## config.mk

```make
export PLATFORM = sky130hd
export DESIGN_NAME = trap_csr_unit
export DESIGN_NICKNAME = d
export VERILOG_FILES = /design/src/rtl/trap_csr_unit.sv
export SDC_FILE = /design/constraint.sdc
export NUM_CORES = 1
export LEC_CHECK = 0
export CAP_MARGIN = 10
export CORE_UTILIZATION = 43
export CTS_CLUSTER_SIZE = 25
export DETAILED_ROUTE_END_ITERATION = 8
export PLACE_DENSITY = 0.8
export SYNTH_ARGS = -nofsm -noshare
export SYNTH_HDL_FRONTEND = slang
export SYNTH_SLANG_ARGS = --single-unit
export TNS_END_PERCENT = 30
```

## constraint.sdc

```tcl
create_clock -name i_clk -period 5.6 [get_ports i_clk]
set_clock_uncertainty 0.2 [all_clocks]
set_input_delay 1.12 -clock i_clk [delete_from_list [all_inputs] [get_ports i_clk]]
set_output_delay 1.12 -clock i_clk [all_outputs]
set_load 0.01 [all_outputs]
```

## src/rtl/trap_csr_unit.sv

```systemverilog
// Machine-mode trap/CSR stage: holds mstatus.MIE/MPIE, mtvec, mepc, mcause, mscratch,
// services CSR read/modify/write and issues a registered one-cycle PC redirect on traps and mret.
module trap_csr_unit #(
  parameter int              XLEN      = 32,
  parameter logic [XLEN-1:0] MTVEC_RST = 32'h0000_0100
) (
  input  logic            i_clk,
  input  logic            i_rst,
  input  logic            i_ecall,
  input  logic            i_mret,
  input  logic            i_illegal,
  input  logic [XLEN-1:0] i_pc,
  input  logic [1:0]      i_csrOp,
  input  logic [11:0]     i_csrAddr,
  input  logic [XLEN-1:0] i_csrWdata,
  output logic [XLEN-1:0] o_csrRdata,
  output logic            o_redirect,
  output logic [XLEN-1:0] o_redirectPc,
  output logic            o_mie
);

  localparam logic [11:0] ADDR_MSTATUS  = 12'h300;
  localparam logic [11:0] ADDR_MTVEC    = 12'h305;
  localparam logic [11:0] ADDR_MSCRATCH = 12'h340;
  localparam logic [11:0] ADDR_MEPC     = 12'h341;
  localparam logic [11:0] ADDR_MCAUSE   = 12'h342;

  localparam logic [XLEN-1:0] CAUSE_ILLEGAL = XLEN'(4'd2);
  localparam logic [XLEN-1:0] CAUSE_ECALL_M = XLEN'(4'd11);

  typedef enum logic [0:0] {
    IDLE  = 1'b0,
    FLUSH = 1'b1
  } state_e;

  state_e          state_q, state_d;
  logic            mie_q, mie_d;
  logic            mpie_q, mpie_d;
  logic [XLEN-1:0] mtvec_q, mtvec_d;
  logic [XLEN-1:0] mepc_q, mepc_d;
  logic [XLEN-1:0] mcause_q, mcause_d;
  logic [XLEN-1:0] mscratch_q, mscratch_d;
  logic            redirect_q, redirect_d;
  logic [XLEN-1:0] redirect_pc_q, redirect_pc_d;

  logic [XLEN-1:0] rdata_s;
  logic [XLEN-1:0] csr_new_s;

  // Old-value read mux; unmapped addresses and unimplemented mstatus bits read zero
  always_comb begin
    rdata_s = '0;
    case (i_csrAddr)
      ADDR_MSTATUS: begin
        rdata_s[3]     = mie_q;
        rdata_s[7]     = mpie_q;
        rdata_s[12:11] = 2'b11;
      end
      ADDR_MTVEC:    rdata_s = mtvec_q;
      ADDR_MSCRATCH: rdata_s = mscratch_q;
      ADDR_MEPC:     rdata_s = {mepc_q[XLEN-1:2], 2'b00};
      ADDR_MCAUSE:   rdata_s = mcause_q;
      default:       rdata_s = '0;
    endcase
  end

  // Read-modify-write value for RW/RS/RC
  always_comb begin
    csr_new_s = rdata_s;
    case (i_csrOp)
      2'b01:   csr_new_s = i_csrWdata;
      2'b10:   csr_new_s = rdata_s | i_csrWdata;
      2'b11:   csr_new_s = rdata_s & ~i_csrWdata;
      default: csr_new_s = rdata_s;
    endcase
  end

  // Trap/mret sequencing and CSR writes; trap events win over a same-cycle CSR write
  always_comb begin
    state_d       = state_q;
    mie_d         = mie_q;
    mpie_d        = mpie_q;
    mtvec_d       = mtvec_q;
    mepc_d        = mepc_q;
    mcause_d      = mcause_q;
    mscratch_d    = mscratch_q;
    redirect_d    = 1'b0;
    redirect_pc_d = redirect_pc_q;
    case (state_q)
      IDLE: begin
        if (i_illegal || i_ecall) begin
          mepc_d        = i_pc;
          mcause_d      = i_illegal ? CAUSE_ILLEGAL : CAUSE_ECALL_M;
          mpie_d        = mie_q;
          mie_d         = 1'b0;
          redirect_d    = 1'b1;
          redirect_pc_d = {mtvec_q[XLEN-1:2], 2'b00};
          state_d       = FLUSH;
        end else if (i_mret) begin
          mie_d         = mpie_q;
          mpie_d        = 1'b1;
          redirect_d    = 1'b1;
          redirect_pc_d = {mepc_q[XLEN-1:2], 2'b00};
          state_d       = FLUSH;
        end else if (i_csrOp != 2'b00) begin
          case (i_csrAddr)
            ADDR_MSTATUS: begin
              mie_d  = csr_new_s[3];
              mpie_d = csr_new_s[7];
            end
            ADDR_MTVEC:    mtvec_d    = {csr_new_s[XLEN-1:2], 2'b00};
            ADDR_MSCRATCH: mscratch_d = csr_new_s;
            ADDR_MEPC:     mepc_d     = csr_new_s;
            ADDR_MCAUSE:   mcause_d   = csr_new_s;
            default:       mscratch_d = mscratch_q;
          endcase
        end else begin
          state_d = IDLE;
        end
      end
      // Flushed slot: the instruction here never retires
      FLUSH:   state_d = IDLE;
      default: state_d = IDLE;
    endcase
  end

  // State registers with synchronous reset
  always_ff @(posedge i_clk) begin
    if (i_rst) begin
      state_q       <= IDLE;
      mie_q         <= 1'b0;
      mpie_q        <= 1'b0;
      mtvec_q       <= {MTVEC_RST[XLEN-1:2], 2'b00};
      mepc_q        <= '0;
      mcause_q      <= '0;
      mscratch_q    <= '0;
      redirect_q    <= 1'b0;
      redirect_pc_q <= '0;
    end else begin
      state_q       <= state_d;
      mie_q         <= mie_d;
      mpie_q        <= mpie_d;
      mtvec_q       <= mtvec_d;
      mepc_q        <= mepc_d;
      mcause_q      <= mcause_d;
      mscratch_q    <= mscratch_d;
      redirect_q    <= redirect_d;
      redirect_pc_q <= redirect_pc_d;
    end
  end

  assign o_csrRdata   = rdata_s;
  assign o_redirect   = redirect_q;
  assign o_redirectPc = redirect_pc_q;
  assign o_mie        = mie_q;

endmodule
```

==> impl_metrics.json, run 1 <==
{
  "numCtsBuffers": 17,
  "comb_power_share": 0.145,
  "final_cell_mix": "157 x dfxtp_1, 150 x nand2_1, 141 x clkdlybuf4s50_1",
  "place_ws_ns": 0.5513,
  "reg2reg_to": "mepc_q[22]",
  "worst-path-max-fanout": 12,
  "synthCells": 951,
  "relSlewSlack": 0.2061,
  "async_flop_share": 0,
  "layout_min_cycle_time_ns": 5.098,
  "yosysSeqAreaShare": 0.3840,
  "final-instance-count-excl-fill": 1291,
  "core-area_sq_um": 18710,
  "fp.dieH_microns": 140.0,
  "vias_per_cell": 6.377,
  "seqPwrFrac": 0.428,
  "r2r-start": "o_redirect",
  "cts.reportedPaths.clkPinSlew_ns": 0.06,
  "post_cts_buffers": 0,
  "use_met1": 0.3545,
  "hold-path-endpoint": "mscratch_q[1]",
  "synth_cell_types": 65,
  "gp_congestion": 0.8284,
  "use_met3": 0.05880,
  "crit_type": "primary input to output port",
  "ys_seq_elements": 157,
  "clkPwrFrac": 0.428,
  "crit_path_end_kind": "output port",
  "finalSetupTns_ns": 0,
  "grt_first_pass_wirelength_microns": 41150,
  "rsz0062_at_grt": "false",
  "drv_slew": 0,
  "ys_dominant_reg_cell": "dfxtp_1",
  "drc": 0,
  "worst_pin_slew_ns": 1.189,
  "fin_nets": 1127,
  "wl_per_cell_microns": 20.52,
  "fmax_mhz": 196.1,
  "cts_sinks": 157,
  "cp_data_required_time_ns": 4.28,
  "die-area_sq_um": 19590,
  "hold_depth": 2,
  "via_count": 8233,
  "yosys_warnings": 0,
  "cts_tree": "built",
  "finalHoldViolations": 0,
  "post_route_cells_drive_above_1_share": 0.1012,
  "synth_area_per_cell_sq_um": 8.607,
  "drt_iter0_markers": 930,
  "worst_r2r_path_depth": 5,
  "grt_usage": 0.2699,
  "cts_max_level": 4,
  "diodes": 0,
  "cts-root-buf": "clkbuf_16",
  "cts.hold.buffers_added": 0,
  "outcome": "finished, final reports clean",
  "netlist_area_sq_um": 8185,
  "wirelength_microns": 26490,
  "rows": 50,
  "grt_pass1_vias": 7533,
  "dp_cells": 1259,
  "grt_overflow_total": 0,
  "switching_power_uw": 723.1,
  "die_w_microns": 140.0,
  "insertion_delay_ns": 0.43,
  "setup_viol": 0,
  "power.internal_uw": 2053,
  "dp_hpwl_microns": 16400,
  "cp.arrival_ns": 3.78,
  "hp-start": "mscratch_q[1]",
  "ir_drop_mv": 0.2314,
  "final_antenna_net_count": 0,
  "swShare": 0.2605,
  "fin_crit_sh": 0.9104,
  "final_common_cell": "dfxtp_1",
  "synth_edf_count": 0,
  "antenna_found_initial": 0,
  "p_per_area_nw_per_um2": 270.9,
  "firstDrtPassIters": 7,
  "met2_usage": 0.4303,
  "drv_cap": 0,
  "power_leakage_uw": 0.003564,
  "top_usage_layer": "met2",
  "cts_buffer_depth": 2,
  "worst_slack_ns": 0.5018,
  "cts_resized": 0,
  "regToRegSetupSlack_ns": 2.53,
  "grt_max_degree": 86,
  "areaGrowthSynthToFinish_pct": 25.19,
  "cp-start-kind": "primary input",
  "io_pins": 149,
  "start_util": 0.4376,
  "port_buffers": 144,
  "hold_path_class": "register to register"
}
power by group through the flow:
stage          Clock (uW)  Sequential (uW)  Combinational (uW)
2_1_floorplan           0             1210                 224
3_5_place_dp            0             1210                 393
3_3_place_gp            0             1210                 386
5_1_grt              1240             1190                 432
6_report             1190             1190                 402
4_1_cts              1190             1190                 396
critical path, cell delays in order:
cell	delay [ns]
clkdlybuf4s50_1	0.53
or3_1	0.62
nor2_4	0.18
buf_4	0.25
a222oi_1	0.13
o21ai_0	0.34
clkdlybuf4s50_1	0.61
registers in the layout, indices dropped and copies added (netlist names):
signal        count
mepc_q           30
mtvec_q          30
mpie_q            1
mcause_q         32
mscratch_q       32
o_redirectPc     30
o_redirect        1
o_mie             1
per-stage QoR:
step / power (uW) / hold WS, ns / utilization / area [sq um]
final: 2776 / 0.2531 / 0.5478 / 10250
after global routing: 2866 / 0.2722 / 0.5478 / 10250
after CTS: 2773 / 0.2541 / 0.5478 / 10250
after detailed placement: 1604 / 0.2454 / 0.5157 / 9646
after global placement: 1595 / 0.2370 / 0.5157 / 9646
after floorplan: 1435 / 0.2275 / - / 8189
cell families after synthesis:
logic type / after synthesis / synth area share
DFF: 157 / 0.3840
muxes: 2 / 0.002751
and+or+nand+nor: 285 / 0.1799
other: 1 / 0.0004581
AOI/OAI and AO/OA: 376 / 0.3413
xor gates and xnor gates: 29 / 0.03103
buffers and inverters: 101 / 0.06053
final cells by class:
cell class	instances	area, sq um
multi-input cells	694	4564
inverters	5	18.77
clock inverters	11	141.4
repair buffers	169	1627
flip-flops and latches	157	3143
fillers	1631	8458
well taps	234	292.8
clock buffers	21	460.4
synth_stat cells (3+ instances only):
cell / number / area share
and2_1: 3 / 0.0023
nor2_1: 47 / 0.022
dfxtp_1: 157 / 0.38
a211oi_2: 5 / 0.0076
a211oi_1: 3 / 0.0028
o21ai_2: 9 / 0.0096
a22o_1: 80 / 0.086
o22ai_1: 3 / 0.0023
a311oi_1: 33 / 0.035
o2bb2ai_1: 3 / 0.0032
xnor2_1: 26 / 0.028
nand3_1: 11 / 0.0067
nor4_1: 3 / 0.0023
buf_4: 10 / 0.0092
nand2_1: 150 / 0.069
o21ai_0: 64 / 0.039
and4_1: 31 / 0.033
a31oi_1: 60 / 0.046
nor3_1: 6 / 0.0037
buf_2: 27 / 0.017
a21bo_1: 14 / 0.017
buf_6: 6 / 0.0083
a21bo_2: 11 / 0.013
nor2_4: 3 / 0.0041
o21ai_1: 19 / 0.012
a222oi_1: 26 / 0.032
inv_1: 5 / 0.0023
a21oi_1: 31 / 0.019
xor2_1: 3 / 0.0032
clkbuf_1: 51 / 0.023
worst max path at each step:
stage,end,cells after the start,startpoint
after floorplan,o_csrRdata[13],7,i_csrAddr[5]
after global placement,o_csrRdata[23],6,i_csrAddr[3]
after detailed placement,o_csrRdata[30],7,i_csrAddr[3]
after CTS,o_csrRdata[30],7,i_csrAddr[3]
after global routing,o_csrRdata[10],7,i_csrAddr[3]
final,o_csrRdata[30],7,i_csrAddr[3]
routing by layer:
| metal | wire length, microns | part of all wire | vias up |
|---|---|---|---|
| met1 | 11080 | 0.42 | 3884 |
| met3 | 2533 | 0.096 | 63 |
| li1 | - | - | 3807 |
| met5 | 0 | 0 | - |
| met4 | 742 | 0.028 | 0 |
| met2 | 12130 | 0.46 | 479 |
Note: power is estimated with default switching activity, not from simulation.
==> run 2, diff against run 1 <==
- ABC_CLOCK_PERIOD_IN_PS: unset -> 5600
- GPL_TIMING_DRIVEN: unset -> 0
==> impl_metrics.json, run 2 (synthesis results as in run 1) <==
{
  "finalHoldViolations": 0,
  "cp.arrival_ns": 4.15,
  "diodes": 0,
  "core-area_sq_um": 18710,
  "drv_slew": 0,
  "crit_type": "primary input to output port",
  "post_cts_buffers": 0,
  "vias_per_cell": 6.499,
  "port_buffers": 141,
  "r2r-start": "o_redirect",
  "die-area_sq_um": 19590,
  "die_w_microns": 140.0,
  "hp-start": "mscratch_q[0]",
  "clkPwrFrac": 0.397,
  "final_cell_mix": "157 x dfxtp_1, 150 x nand2_1, 141 x clkdlybuf4s50_1",
  "cts_sinks": 157,
  "relSlewSlack": 0.4964,
  "p_per_area_nw_per_um2": 257.2,
  "final_core_util": 0.5571,
  "gp_congestion": 0.9442,
  "layout_min_cycle_time_ns": 5.472,
  "fin_nets": 1195,
  "reg2reg_to": "mepc_q[31]",
  "cts_buffer_depth": 2,
  "drt_iter0_markers": 1299,
  "io_pins": 149,
  "finalSetupTns_ns": 0,
  "start_util": 0.4376,
  "regToRegSetupSlack_ns": 2.97,
  "largestRegisters": "mcause_q (32), mscratch_q (32)",
  "hold_path_class": "register to register",
  "cts_tree": "built",
  "worst_pin_slew_ns": 0.7496,
  "fp.dieH_microns": 140.0,
  "insertion_delay_ns": 0.44,
  "drv_cap": 0,
  "seqPwrFrac": 0.443,
  "grt_overflow_total": 0,
  "via_count": 8825,
  "crit_path_end_kind": "output port",
  "areaGrowthSynthToFinish_pct": 27.32,
  "rsz0062_at_grt": "false",
  "fmax_mhz": 182.8,
  "swShare": 0.2843,
  "wl_per_cell_microns": 22.10,
  "fin_crit_sh": 0.9771,
  "power_leakage_uw": 0.003664,
  "drc": 0,
  "hold-worst-slack_ns": 0.2589,
  "cts.hold.buffers_added": 0,
  "cts-root-buf": "clkbuf_16",
  "cts_resized": 0,
  "setup_viol": 0,
  "final_antenna_net_count": 0,
  "grt_max_degree": 17,
  "rows": 50,
  "antenna_found_initial": 0,
  "cts_max_level": 4,
  "wirelength_microns": 30010,
  "dp_hpwl_microns": 21390,
  "ir_drop_mv": 0.2529,
  "outcome": "finished, final reports clean",
  "startpoint": "i_csrAddr[3]",
  "grt_usage": 0.3053,
  "grt_pass1_vias": 8401,
  "worst-path-max-fanout": 10,
  "grt_first_pass_wirelength_microns": 45660,
  "numCtsBuffers": 17,
  "cts.reportedPaths.clkPinSlew_ns": 0.06,
  "hold_depth": 2,
  "cp-start-kind": "primary input",
  "cp_data_required_time_ns": 4.28,
  "fillers": 1661,
  "worst_r2r_path_depth": 6,
  "post_route_cells_drive_above_1_share": 0.1050,
  "switching_power_uw": 762.1,
  "firstDrtPassIters": 7,
  "hold-path-endpoint": "mscratch_q[0]",
  "power.internal_uw": 1919,
  "comb_power_share": 0.159,
  "final_common_cell": "dfxtp_1"
}
[run 2: power by group through the flow]
stage | clock network [uW] | logic (uW) | registers [uW]
after floorplan | 0 | 224 | 1210
after global placement | 0 | 405 | 1210
after detailed placement | 0 | 413 | 1210
after CTS | 1050 | 416 | 1190
after global routing | 1090 | 454 | 1190
final | 1070 | 427 | 1190
[run 2: how the worst max path moves through the flow]
stage	depth (start not counted)	to
finish	9	o_csrRdata[30]
global route	9	o_csrRdata[30]
CTS	9	o_csrRdata[30]
detailed placement	9	o_csrRdata[30]
global placement	9	o_csrRdata[30]
floorplan	7	o_csrRdata[13]
[run 2: final cells by class]
| type | count | area (sq um) | area share |
|---|---|---|---|
| inverters | 5 | 18.77 | 0.001801 |
| well taps | 234 | 292.8 | 0.02809 |
| plain buffers | 96 | 476.7 | 0.04574 |
| multi-input cells | 694 | 4551 | 0.4367 |
| repair buffers | 141 | 1411 | 0.1354 |
| clock inverters | 11 | 71.32 | 0.006844 |
| clock buffers | 20 | 456.7 | 0.04382 |
| flip-flops and latches | 157 | 3143 | 0.3016 |
[run 2: layer usage]
| layer | vias up | track usage | part of all wire |
|---|---|---|---|
| met5 | - | 0 | 0 |
| met4 | 0 | 0.1961 | 0.053 |
| met3 | 121 | 0.06940 | 0.11 |
| met2 | 623 | 0.4645 | 0.44 |
| met1 | 4138 | 0.3903 | 0.40 |
| li1 | 3943 | - | - |
[run 2: critical path, stage by stage]
cell             delay, ns
clkdlybuf4s50_1       0.54
or3_1                 0.41
buf_2                 0.21
nor4_4                0.32
buf_2                 0.33
buf_2                 0.33
nand2_1               0.09
o21ai_0               0.18
clkdlybuf4s50_1       0.62
[run 2: through the flow]
stage,power [uW],cell area (sq um),std cells,setup WS (ns)
after CTS,2658,10420,1358,0.1979
after floorplan,1435,8189,952,1.712
after global placement,1616,9893,1327,0.2382
after detailed placement,1624,9893,1327,0.1988
final,2681,10420,1358,0.1282
after global routing,2738,10420,1358,0.06097
